$ cat src/rtl/fifo_rd_arb_pkg.sv
// Shared types and helpers for the FIFO read-side arbiter: state encoding,
// burst-length field width and the burst-length clamp.
package fifo_rd_arb_pkg;

  typedef enum logic {
    IDLE  = 1'b0,
    BURST = 1'b1
  } state_e;

  function automatic int lenWidth(input int maxBurst);
    return $clog2(maxBurst) + 1;
  endfunction

  // A request of zero words, or of more than the cap, becomes a full-size burst.
  function automatic int clampLen(input int len, input int maxBurst);
    return (len == 0 || len > maxBurst) ? maxBurst : len;
  endfunction

endpackage

$ cat src/rtl/fifo_rd_arbiter_rr_pick.sv
// Round-robin picker: the first set request at or after ptr_i, wrapping around.
module rr_pick #(
  parameter int NREQ = 4,
  parameter int IW   = $clog2(NREQ)
) (
  input  logic [NREQ-1:0] req_i,
  input  logic [IW-1:0]   ptr_i,
  output logic [NREQ-1:0] grant_o,
  output logic [IW-1:0]   idx_o
);

  logic found;
  int   j;

  always_comb begin
    grant_o = '0;
    idx_o   = '0;
    found   = 1'b0;
    j       = 0;
    for (int i = 0; i < NREQ; i++) begin
      j = (int'(ptr_i) + i) % NREQ;
      if (!found && req_i[IW'(j)]) begin
        found             = 1'b1;
        grant_o[IW'(j)]   = 1'b1;
        idx_o             = IW'(j);
      end
    end
  end

endmodule

$ cat src/rtl/fifo_rd_arbiter.sv
// Read-side scheduler for the async FIFO: grants the single read port to one
// consumer at a time in round-robin bursts and steers read data to it.
module fifo_rd_arbiter
  import fifo_rd_arb_pkg::*;
#(
  parameter int NREQ      = 4,
  parameter int DSIZE     = 8,
  parameter int MAX_BURST = 8,
  parameter int LW        = lenWidth(MAX_BURST)
) (
  input  logic                 i_rclk,
  input  logic                 i_rrst_n,
  input  logic [NREQ-1:0]      i_req,
  input  logic [NREQ*LW-1:0]   i_len,
  input  logic [NREQ-1:0]      i_rd_ready,
  input  logic                 i_rempty_flag,
  input  logic [DSIZE-1:0]     i_rdata,
  output logic                 o_r_en,
  output logic [NREQ-1:0]      o_grant,
  output logic [DSIZE-1:0]     o_rdata,
  output logic [NREQ-1:0]      o_rvalid,
  output logic [NREQ-1:0]      o_done
);

  localparam int IW = $clog2(NREQ);

  state_e            state_q, state_d;
  logic [IW-1:0]     rrPtr_q, rrPtr_d;
  logic [IW-1:0]     gIdx_q, gIdx_d;
  logic [NREQ-1:0]   grant_q, grant_d;
  logic [LW-1:0]     cnt_q, cnt_d;
  logic [LW-1:0]     len_q, len_d;
  logic [NREQ-1:0]   rvalid_q, rvalid_d;
  logic [NREQ-1:0]   done_q, done_d;
  logic [DSIZE-1:0]  rdata_q, rdata_d;

  logic [NREQ-1:0]   pickGrant;
  logic [IW-1:0]     pickIdx;
  logic [LW-1:0]     lenArr [NREQ];
  logic              inBurst;
  logic              fire;
  logic              lastWord;
  logic              term;

  for (genvar k = 0; k < NREQ; k++) begin : g_len
    assign lenArr[k] = i_len[k*LW +: LW];
  end

  rr_pick #(
    .NREQ (NREQ),
    .IW   (IW)
  ) u_rr_pick (
    .req_i   (i_req),
    .ptr_i   (rrPtr_q),
    .grant_o (pickGrant),
    .idx_o   (pickIdx)
  );

  // A read fires only for the owner, and only when it is ready and data exists.
  assign inBurst  = (state_q == BURST);
  assign fire     = inBurst & i_req[gIdx_q] & i_rd_ready[gIdx_q] & ~i_rempty_flag;
  assign lastWord = (cnt_q == len_q - LW'(1));
  assign term     = inBurst & (~i_req[gIdx_q] | (fire & lastWord));

  always_comb begin
    state_d  = state_q;
    rrPtr_d  = rrPtr_q;
    gIdx_d   = gIdx_q;
    grant_d  = grant_q;
    cnt_d    = cnt_q;
    len_d    = len_q;
    rvalid_d = '0;
    done_d   = '0;
    rdata_d  = rdata_q;
    case (state_q)
      IDLE: begin
        if (|i_req) begin
          gIdx_d  = pickIdx;
          grant_d = pickGrant;
          len_d   = LW'(clampLen(32'(lenArr[pickIdx]), MAX_BURST));
          cnt_d   = '0;
          state_d = BURST;
        end
      end
      BURST: begin
        if (fire) begin
          rvalid_d = grant_q;
          rdata_d  = i_rdata;
          cnt_d    = cnt_q + LW'(1);
        end
        if (term) begin
          done_d  = grant_q;
          cnt_d   = '0;
          rrPtr_d = IW'((int'(gIdx_q) + 1) % NREQ);
          state_d = IDLE;
        end
      end
      default: state_d = IDLE;
    endcase
  end

  always_ff @(posedge i_rclk or negedge i_rrst_n) begin
    if (!i_rrst_n) begin
      state_q  <= IDLE;
      rrPtr_q  <= '0;
      gIdx_q   <= '0;
      grant_q  <= '0;
      cnt_q    <= '0;
      len_q    <= '0;
      rvalid_q <= '0;
      done_q   <= '0;
      rdata_q  <= '0;
    end else begin
      state_q  <= state_d;
      rrPtr_q  <= rrPtr_d;
      gIdx_q   <= gIdx_d;
      grant_q  <= grant_d;
      cnt_q    <= cnt_d;
      len_q    <= len_d;
      rvalid_q <= rvalid_d;
      done_q   <= done_d;
      rdata_q  <= rdata_d;
    end
  end

  assign o_r_en   = fire;
  assign o_grant  = inBurst ? grant_q : '0;
  assign o_rdata  = rdata_q;
  assign o_rvalid = rvalid_q;
  assign o_done   = done_q;

endmodule

$ cat config.mk
export PLATFORM = sky130hd
export DESIGN_NAME = fifo_rd_arbiter
export DESIGN_NICKNAME = d
export VERILOG_FILES = /design/src/rtl/fifo_rd_arb_pkg.sv /design/src/rtl/fifo_rd_arbiter_rr_pick.sv /design/src/rtl/fifo_rd_arbiter.sv
export SDC_FILE = /design/constraint.sdc
export NUM_CORES = 1
export LEC_CHECK = 0
export ABC_AREA = 1
export BUFFER_PORTS_ARGS = -buffer_cell sky130_fd_sc_hd__buf_4
export CAP_MARGIN = 20
export CORE_UTILIZATION = 53
export CTS_CLUSTER_DIAMETER = 100
export DETAILED_ROUTE_END_ITERATION = 6
export PLACE_DENSITY_LB_ADDON = 0.05
export SYNTH_ARGS = -nofsm -noshare
export SYNTH_HDL_FRONTEND = slang
export SYNTH_SLANG_ARGS = --single-unit
$ cat constraint.sdc
create_clock -name i_rclk -period 2.6 [get_ports i_rclk]
set_input_delay 0.39 -clock i_rclk [delete_from_list [all_inputs] [get_ports i_rclk]]
set_output_delay 0.39 -clock i_rclk [all_outputs]
set_load 0.02 [all_outputs]
==> results.cfg, run 1 <==
[layout]
area_growth_pct = 26.1
nNetsFinal = 395
layout-drive-gt1-share = 0.282
diodes = 0

[worst_setup_path]
endpoint_kind = flip-flop
crit_fanout = 12
cp.required_ns = 2.78
cp_common_cell = nand2_1
path_buf_inv = 3
path_delay_family = simple AND/OR/NAND/NOR gates
start_kind = flip-flop
cp_data_arrival_time_ns = 2.56
crit_type = flip-flop to flip-flop
cp_cell_sequence = inv_8, ha_1, inv_1, nand3_2, nand2_4, inv_4, nor2_8, nand4_4, nand2_4, nand2_1, nand2_1, nand2_1, nand2_2, nand2_2, nand2_1, nor2_1
slowest_stage = dfrtp_1
crit_path_max_incr_delay_ns = 0.46

[clock_network]
insertion_delay_ns = 0.29
clkSlewWorstSetupHoldPaths_ns = 0.07
cts_buffers = 5
holdBufCountCts = 0
cts_sinks = 33
cts_tree = yes
cts_root_buf = clkbuf_8
cts_max_level = 2
clk_path_buf_depth = 2
ctsResizeCount = 0
post_cts_buffers = 0

[sta]
finalSetupViolCount = 0
final.setup_skew_ns = 0.00515
max_freq_mhz = 420
setup_tns_ns = 0
drv_slew = 0
fin_crit_sh = 0.916
finalHoldViolCount = 0
rsz0062_at_grt = no
worstMarginPinSlew_ns = 0.416
layout_min_cycle_time_ns = 2.38
relSlewSlack = 0.723

[floorplanning]
die_area_sq_um = 4430
io_pins = 56
coreArea_sq_um = 4000
fp.dieH_um = 66.6
chipWidth_um = 66.6
row_count = 23
start_util = 0.552

[grt]
grt_antenna_before_repair = 0
grt_pass1_vias = 1873
grt_pass1_wl_um = 8030
grt_overflow = 0
track_usage = 0.240
grt_max_degree = 34

[pwr]
p_leak_nw = 1.53
finalPower_w = 0.00380
vdd_drop_max_mv = 0.664
power_density_nw_per_um2 = 1370

[logic_synthesis]
ys_seq_area_frac = 0.374
syn_area_sq_um = 2210
syn_inst = 289
ys_ff_latch = 33
yosysWarnings = 0
yosysUniqueCellTypes = 34
syn_avg_cell_area_sq_um = 7.64
synthesis.nets = 334

[placed_design]
hpwl_um = 3680
finalWeightedCongestion = 0.897
port_buffers = 55

[route]
vias = 2064
antenna_left = 0
routed_wl_um = 4800
drc = 0
first_pass_iters = 4
drt_iter0_drc = 185
routed_via_density = 5.15
wire_per_inst_um = 12.0

[outcome]
status = complete, no violations

[hold_path]
hp-class = input pin to async pin

[run]
max-cap-violations = 0
[report_power, final]
part | switching, W | total [W] | leakage [nW] | internal [W]
Clock | 0.000185 | 0.000425 | 0.0542 | 0.000239
Sequential | 0.000160 | 0.000881 | 0.421 | 0.000721
Combinational | 0.00161 | 0.00250 | 1.06 | 0.000892
[synth_stat cells]
library cell	n	area share
ha_1	10	0.057
a21oi_1	16	0.036
inv_1	33	0.056
nand3_1	27	0.061
or2_2	2	0.0057
o211ai_1	1	0.0034
nand2_4	4	0.020
nor2_4	1	0.0051
nand3b_1	3	0.010
inv_8	1	0.0051
buf_2	1	0.0023
o31ai_1	1	0.0034
dfrtp_1	33	0.37
nor2_8	1	0.0091
o21ai_1	3	0.0068
nand4_4	1	0.0096
nand3_2	3	0.014
a32o_1	1	0.0045
nor2_1	19	0.032
nor3_1	1	0.0023
nand2_1	80	0.14
nand2_2	9	0.025
nand2_8	1	0.0091
clkbuf_1	2	0.0034
inv_4	1	0.0028
inv_2	6	0.010
xnor2_1	5	0.020
xor2_1	2	0.0079
o21ai_0	12	0.027
o21ai_2	1	0.0040
o2111ai_1	1	0.0040
nand4_1	4	0.011
buf_6	1	0.0051
nand3_4	2	0.016
[cell type report]
type                    instances  area (sq um)
clock buffers                   7          96.3
clock inverters                 1          5.00
fillers                       340          1220
inverters                      41           164
multi-input cells             211          1190
flip-flops and latches         33           826
well taps                      50          62.6
repair buffers                 58           435
[through the flow]
| stage | worst slack, ns | hold slack [ns] | cell area, sq um | instances | utilization |
|---|---|---|---|---|---|
| floorplan | 0.372 | 0.0944 | 2210 | 289 | - |
| global placement | 0.314 | 0.351 | 2680 | 393 | 0.671 |
| finish | 0.218 | 0.0305 | 2780 | 401 | 0.696 |
| global route | 0.0358 | 0.0622 | 2780 | 401 | 0.696 |
| CTS | 0.238 | 0.0464 | 2780 | 401 | 0.696 |
| detailed placement | 0.256 | 0.353 | 2680 | 393 | 0.671 |
[metal layers]
| metal | share of wire | vias up | track usage |
|---|---|---|---|
| met5 | 0 | - | 0 |
| met4 | 0.014 | 0 | 0.0798 |
| met3 | 0.051 | 10 | 0.0497 |
| met2 | 0.47 | 68 | 0.391 |
| met1 | 0.46 | 942 | 0.313 |
| li1 | - | 1044 | - |
[final timing paths]
path	slack, ns	startpoint	end	cells after the start
setup / recovery	0.22	rrPtr_q[0]	len_q[3]	16
min in group i_rclk	0.29	i_rdata[3]	o_rdata[3]	3
hold / removal	0.03	i_rrst_n	grant_q[1]	1
max in group asynchronous	2.27	i_rrst_n	len_q[1]	1
setup reg to reg	0.22	rrPtr_q[0]	len_q[3]	16
hold reg to reg	0.48	o_rdata[4]	o_rdata[4]	2
[kinds of logic after synthesis]
family          after synthesis  synth area share
compound gates               36            0.0895
xor+xnor                      7            0.0278
fa+ha+maj                    10            0.0567
buf+inv                      45            0.0850
flops                        33             0.374
simple gates                158             0.367
[state kept, by name, summed over array words and instances (netlist names)]
signal / count
inBurst: 1
len_q: 4
o_rdata: 8
rrPtr_q: 2
gIdx_q: 2
cnt_q: 4
o_rvalid: 4
o_done: 4
grant_q: 4
[worst reg2reg max path: stages (launching register included)]
cell     delay, ns
dfrtp_1       0.46
inv_8         0.09
ha_1          0.39
inv_1         0.17
nand3_2       0.11
nand2_4       0.12
inv_4         0.06
nor2_8        0.12
nand4_4       0.17
nand2_4       0.17
nand2_1       0.06
nand2_1       0.05
nand2_1       0.05
nand2_2       0.10
nand2_2       0.06
nand2_1       0.05
nor2_1        0.04
[cell usage in the layout, fill, tap and decap left out]
cell / n
a21oi_1: 16
a32o_1: 1
buf_4: 58
clkbuf_8: 7
clkinv_2: 1
dfrtp_1: 33
ha_1: 10
inv_1: 33
inv_2: 6
inv_4: 1
inv_8: 1
nand2_1: 80
nand2_2: 9
nand2_4: 4
nand2_8: 1
nand3_1: 27
nand3_2: 3
nand3_4: 2
nand3b_1: 3
nand4_1: 4
nand4_4: 1
nor2_1: 19
nor2_4: 1
nor2_8: 1
nor3_1: 1
o2111ai_1: 1
o211ai_1: 1
o21ai_0: 12
o21ai_1: 3
o21ai_2: 1
o31ai_1: 1
or2_2: 2
xnor2_1: 5
xor2_1: 2
No activity file was read; power rests on OpenSTA's default activity.
==> run 2, diff against run 1 <==
--- a/config.mk
+++ b/config.mk
@@ -8,10 +8,11 @@
 export ABC_AREA = 1
 export BUFFER_PORTS_ARGS = -buffer_cell sky130_fd_sc_hd__buf_4
 export CAP_MARGIN = 20
-export CORE_UTILIZATION = 53
+export CORE_UTILIZATION = 54
 export CTS_CLUSTER_DIAMETER = 100
 export DETAILED_ROUTE_END_ITERATION = 6
 export PLACE_DENSITY_LB_ADDON = 0.05
 export SYNTH_ARGS = -nofsm -noshare
 export SYNTH_HDL_FRONTEND = slang
+export SYNTH_HIERARCHICAL = 1
 export SYNTH_SLANG_ARGS = --single-unit
==> results.cfg, run 2 <==
[outcome]
status = complete, no violations

[logic_synthesis]
synth_common_cells = nand2_1, inv_1, nand3_1, dfrtp_1, nor2_1
synthesis.nets = 370
yosysUniqueCellTypes = 26
yosys.area.top_type_share = 0.362
ys_ff_latch = 33
synth_edf_count = 0
synth.largest_area_cell = dfrtp_1
syn_avg_cell_area_sq_um = 7.02
syn_area_sq_um = 2280
syn_inst = 325
ys_seq_area_frac = 0.362
yosys-top-cells-area = dfrtp_1, nand2_1, nand3_1, inv_1, ha_1
synth_most_common_cell = nand2_1
yosysWarnings = 6
ys.flop_type = dfrtp_1
async_reset_ff_frac = 1.00

[run]
max-cap-violations = 0

[pwr]
seqPwrFrac = 0.224
p_sw_frac = 0.484
p_sw_w = 0.00179
internal_power_w = 0.00191
vdd_drop_max_mv = 0.559
p_leak_nw = 1.66
finalPower_w = 0.00371
power.clock.fraction = 0.153
combPwrFrac = 0.623
power_density_nw_per_um2 = 1280

[worst_setup_path]
rr_startpoint = rrPtr_q[0]
crit_type = flip-flop to flip-flop
slowest_stage = dfrtp_1
crit_path_max_incr_delay_ns = 0.44
path_delay_family = simple AND/OR/NAND/NOR gates
reg2reg_depth = 15
start_kind = flip-flop
cp.required_ns = 2.76
cp_cell_sequence = inv_8, ha_2, inv_2, nand3_1, nand2_1, nand3_1, nor2_1, nor2_1, nor2_2, buf_4, o21ai_0, o22ai_1, nor2_1, inv_1, o22ai_1
path_buf_inv = 4
r2r_slack_ns = 0.21
endpoint_kind = flip-flop
cp_common_cell = nor2_1
timing.rr.end = len_q[2]
crit_fanout = 13
cp_data_arrival_time_ns = 2.55

[floorplanning]
coreArea_sq_um = 4030
start_util = 0.566
fp.dieH_um = 67.0
row_count = 23
die_area_sq_um = 4490
chipWidth_um = 67.0
io_pins = 56

[grt]
grt_antenna_before_repair = 0
grt_pass1_wl_um = 8390
track_usage = 0.243
use_met3 = 0.0548
gr-usage-met1 = 0.319
top_usage_layer = met2
grt_max_degree = 34
grt_pass1_vias = 1953
use_met2 = 0.410
grt_overflow = 0

[clock_network]
cts_max_level = 2
cts_root_buf = clkbuf_8
cts_tree = yes
holdBufCountCts = 0
cts_buffers = 5
clk_path_buf_depth = 2
clkSlewWorstSetupHoldPaths_ns = 0.07
insertion_delay_ns = 0.28
cts_sinks = 33

[layout]
diodes = 0
nFillCells = 333
layout_commonest_cell = nand2_1
nNetsFinal = 432
fin_util = 0.718
multi_input_area_sq_um = 1210
area_growth_pct = 26.8
regArea_sq_um = 826
mostFrequentLayoutCells = nand2_1, buf_4, inv_1, nand3_1, dfrtp_1
layout-drive-gt1-share = 0.245
largest_reg_flops = 8

[route]
drt_iter0_drc = 147
antenna_left = 0
first_pass_iters = 4
routed_via_density = 5.00
routed_wl_um = 5130
drc = 0
vias = 2191
wire_per_inst_um = 11.7

[sta]
relSlewSlack = 0.727
max_freq_mhz = 418
rsz0062_at_grt = no
drv_slew = 0
finalSetupViolCount = 0
final.setup_skew_ns = 0.00516
setup_tns_ns = 0
finalHoldViolCount = 0
layout_min_cycle_time_ns = 2.39
worstMarginPinSlew_ns = 0.410
fin_crit_sh = 0.921

[placed_design]
finalWeightedCongestion = 1.01
port_buffers = 55
hpwl_um = 3840

[hold_path]
hp-class = input pin to async pin
run 2: layout make-up:
cell class | count | share of cell area
clock buffers | 5 | 0.0238
clock inverters | 3 | 0.0225
inverters | 51 | 0.0688
multi-input cells | 235 | 0.420
flip-flops and latches | 33 | 0.285
well taps | 50 | 0.0216
repair buffers | 61 | 0.158
run 2: worst max-delay path by stage:
stage,startpoint,endpoint,cells after the start
global route,rrPtr_q[0],len_q[1],15
floorplan,rrPtr_q[1],len_q[0],15
global placement,rrPtr_q[0],len_q[2],15
finish,rrPtr_q[0],len_q[2],15
CTS,rrPtr_q[0],len_q[2],15
detailed placement,rrPtr_q[0],len_q[2],15
run 2: power groups by stage:
stage	Combinational [W]	Sequential, W	Clock, W
floorplan	0.00163	0.000897	0
finish	0.00231	0.000829	0.000568
global placement	0.00224	0.000831	0
CTS	0.00228	0.000828	0.000573
detailed placement	0.00227	0.000834	0
global route	0.00262	0.000851	0.000595
run 2: worst register-to-register path: stages (launching register included):
cell and delay, ns:
dfrtp_1 0.44, inv_8 0.12, ha_2 0.33, inv_2 0.10, nand3_1 0.07, nand2_1 0.10, nand3_1 0.08, nor2_1 0.13
nor2_1 0.07, nor2_2 0.12, buf_4 0.17, o21ai_0 0.09, o22ai_1 0.19, nor2_1 0.08, inv_1 0.09, o22ai_1 0.08
run 2: through the flow:
| step | worst slack, ns | hold WS, ns | instance area, sq um | instances |
|---|---|---|---|---|
| finish | 0.206 | 0.0352 | 2890 | 438 |
| global route | 0.0289 | 0.0746 | 2890 | 438 |
| CTS | 0.0496 | 0.0504 | 2880 | 438 |
| detailed placement | 0.0621 | 0.353 | 2750 | 430 |
| global placement | 0.177 | 0.354 | 2750 | 430 |
| floorplan | 0.119 | 0.0944 | 2280 | 325 |
run 2: routing by layer:
layer / routed length, um / share of wire
met1: 2340 / 0.46
met2: 2420 / 0.47
met3: 314 / 0.061
met4: 48 / 0.0094
met5: 0 / 0
run 2: cell families after synthesis:
group / Yosys count / synth area share
simple gates: 192 / 0.388
buf+inv: 57 / 0.110
flops: 33 / 0.362
compound gates: 30 / 0.0735
fa+ha+maj: 10 / 0.0549
xor+xnor: 3 / 0.0115
run 2: timing repair:
action,4_1_cts,5_1_grt
buffers inserted,0,0
endpoints found under the hold margin,0,0
gates resized for setup,0,4
endpoints found under the setup margin,0,4
==> run 3, diff against run 2 <==
==> constraint.sdc (replaced) <==
create_clock -name i_rclk -period 2.6 [get_ports i_rclk]
set_input_delay 0 -clock i_rclk [delete_from_list [all_inputs] [get_ports i_rclk]]
set_output_delay 0 -clock i_rclk [all_outputs]
set_load 0.02 [all_outputs]
==> results.cfg, run 3 (synthesized netlist as in run 2, its figures left out) <==
[pwr]
p_sw_frac = 0.485
power_density_nw_per_um2 = 1260
seqPwrFrac = 0.221
power.clock.fraction = 0.152
combPwrFrac = 0.627
p_leak_nw = 1.70
p_sw_w = 0.00182
internal_power_w = 0.00194
vdd_drop_max_mv = 0.598

[worst_setup_path]
crit_path_max_incr_delay_ns = 0.44
crit_type = flip-flop to flip-flop
reg2reg_depth = 15
path_delay_family = simple AND/OR/NAND/NOR gates
slowest_stage = dfrtp_2
crit_fanout = 13
cp_cell_sequence = inv_8, ha_2, inv_2, nand3_1, nand2_1, nand3_1, nor2_2, nor2_1, nor2_2, buf_6, o21ai_0, o22ai_1, nor2_1, inv_1, o22ai_1
endpoint_kind = flip-flop
start_kind = flip-flop
cp.depth = 15
cp.required_ns = 2.77
cp_data_arrival_time_ns = 2.57
path_buf_inv = 4

[layout]
regArea_sq_um = 827
fin_util = 0.742
nNetsFinal = 441
diodes = 0
multi_input_area_sq_um = 1220
largest_reg_flops = 8
nFillCells = 331
area_growth_pct = 31.1
mostFrequentLayoutCells = nand2_1, buf_4, inv_1, nand3_1, dfrtp_1
layout_commonest_cell = nand2_1
fin_area_sq_um = 2990
layout-drive-gt1-share = 0.247

[route]
top_layer = met4
first_pass_iters = 5
dr_wl_met2_um = 2540
drt_iter0_drc = 118
antenna_left = 0
vias = 2219
wire_per_inst_um = 12.0
wl_met3_um = 362
routed_via_density = 4.96
drc = 0
routed_wl_um = 5360
wl_met1_um = 2410

[sta]
fin_crit_sh = 0.924
layout_min_cycle_time_ns = 2.40
worstMarginPinSlew_ns = 0.427
drv_slew = 0
final.setup_skew_ns = 0.00407
finalHoldViolCount = 0
setup_slack_ns = 0.199
relSlewSlack = 0.715
finalSetupViolCount = 0
max_freq_mhz = 416

[grt]
grt_antenna_before_repair = 0
track_usage = 0.249
grt_max_degree = 34
grt_pass1_vias = 1932
grt_pass1_wl_um = 8370
grt_overflow = 0

[hold_path]
hp-class = input pin to flip-flop
hold_depth = 5

[floorplanning]
start_util = 0.566
chipWidth_um = 67.0
die_area_sq_um = 4490
fp.dieH_um = 67.0
io_pins = 56
coreArea_sq_um = 4030
row_count = 23

[placed_design]
post-place-ws_ns = 0.0956
finalWeightedCongestion = 1.00
place_area_sq_um = 2750
hpwl_um = 3850
port_buffers = 55

[clock_network]
clk_path_buf_depth = 2
cts_buffers = 5
cts_tree = yes
clkSlewWorstSetupHoldPaths_ns = 0.07
cts_root_buf = clkbuf_8
cts_max_level = 2
insertion_delay_ns = 0.28
cts_sinks = 33

[outcome]
status = complete, no violations

[run]
max-cap-violations = 0
-- run 3: final timing paths --
kind / from / end / slack, ns
worst max-delay path: rrPtr_q[0] / len_q[1] / 0.20
worst min-delay path: i_len[0] / len_q[0] / 0.14
worst max register to register: rrPtr_q[0] / len_q[1] / 0.20
worst min register to register: o_rdata[1] / o_rdata[1] / 0.48
max in group asynchronous: i_rrst_n / rrPtr_q[0] / 2.08
min in group asynchronous: i_rrst_n / len_q[3] / 0.18
-- run 3: power by group through the flow --
stage | Combinational [W] | Sequential, W | Clock [W]
final | 0.00236 | 0.000829 | 0.000572
after detailed placement | 0.00227 | 0.000832 | 0
after floorplan | 0.00163 | 0.000897 | 0
after global routing | 0.00265 | 0.000853 | 0.000602
after global placement | 0.00224 | 0.000831 | 0
after CTS | 0.00229 | 0.000825 | 0.000581
-- run 3: per-layer routing --
| metal | track usage | up-vias |
|---|---|---|
| met5 | 0 | - |
| met4 | 0.0718 | 0 |
| met3 | 0.0531 | 6 |
| met2 | 0.403 | 74 |
| met1 | 0.330 | 980 |
| li1 | - | 1159 |
-- run 3: worst min-delay path: cells and delay by family --
kind	cells	cell delay, ns
AOI/OAI and AO/OA	2	0.14
buffers and inverters	2	0.15
and+or+nand+nor	1	0.09
-- run 3: cell type report --
type / count / share of cell area
Clock buffer: 5 / 0.0230
Sequential cell: 33 / 0.277
Timing Repair Buffer: 70 / 0.185
Multi-Input combinational cell: 235 / 0.407
Clock inverter: 3 / 0.0218
Inverter: 51 / 0.0665
Tap cell: 50 / 0.0209
-- run 3: through the flow --
stage / setup TNS [ns] / cells / hold WS, ns / power (W)
3_5_place_dp: 0 / 430 / -0.0310 / 0.00310
5_1_grt: -0.000817 / 447 / 0.168 / 0.00410
3_3_place_gp: 0 / 430 / -0.0358 / 0.00307
6_report: 0 / 447 / 0.136 / 0.00376
4_1_cts: 0 / 447 / 0.133 / 0.00370
2_1_floorplan: 0 / 325 / -0.296 / 0.00252
-- run 3: timing repair --
item,4_1_cts,5_1_grt
hold endpoints to repair,41,0
hold buffers,9,0
resized for setup,0,8
buffers inserted,0,0
endpoints found under the setup margin,0,4
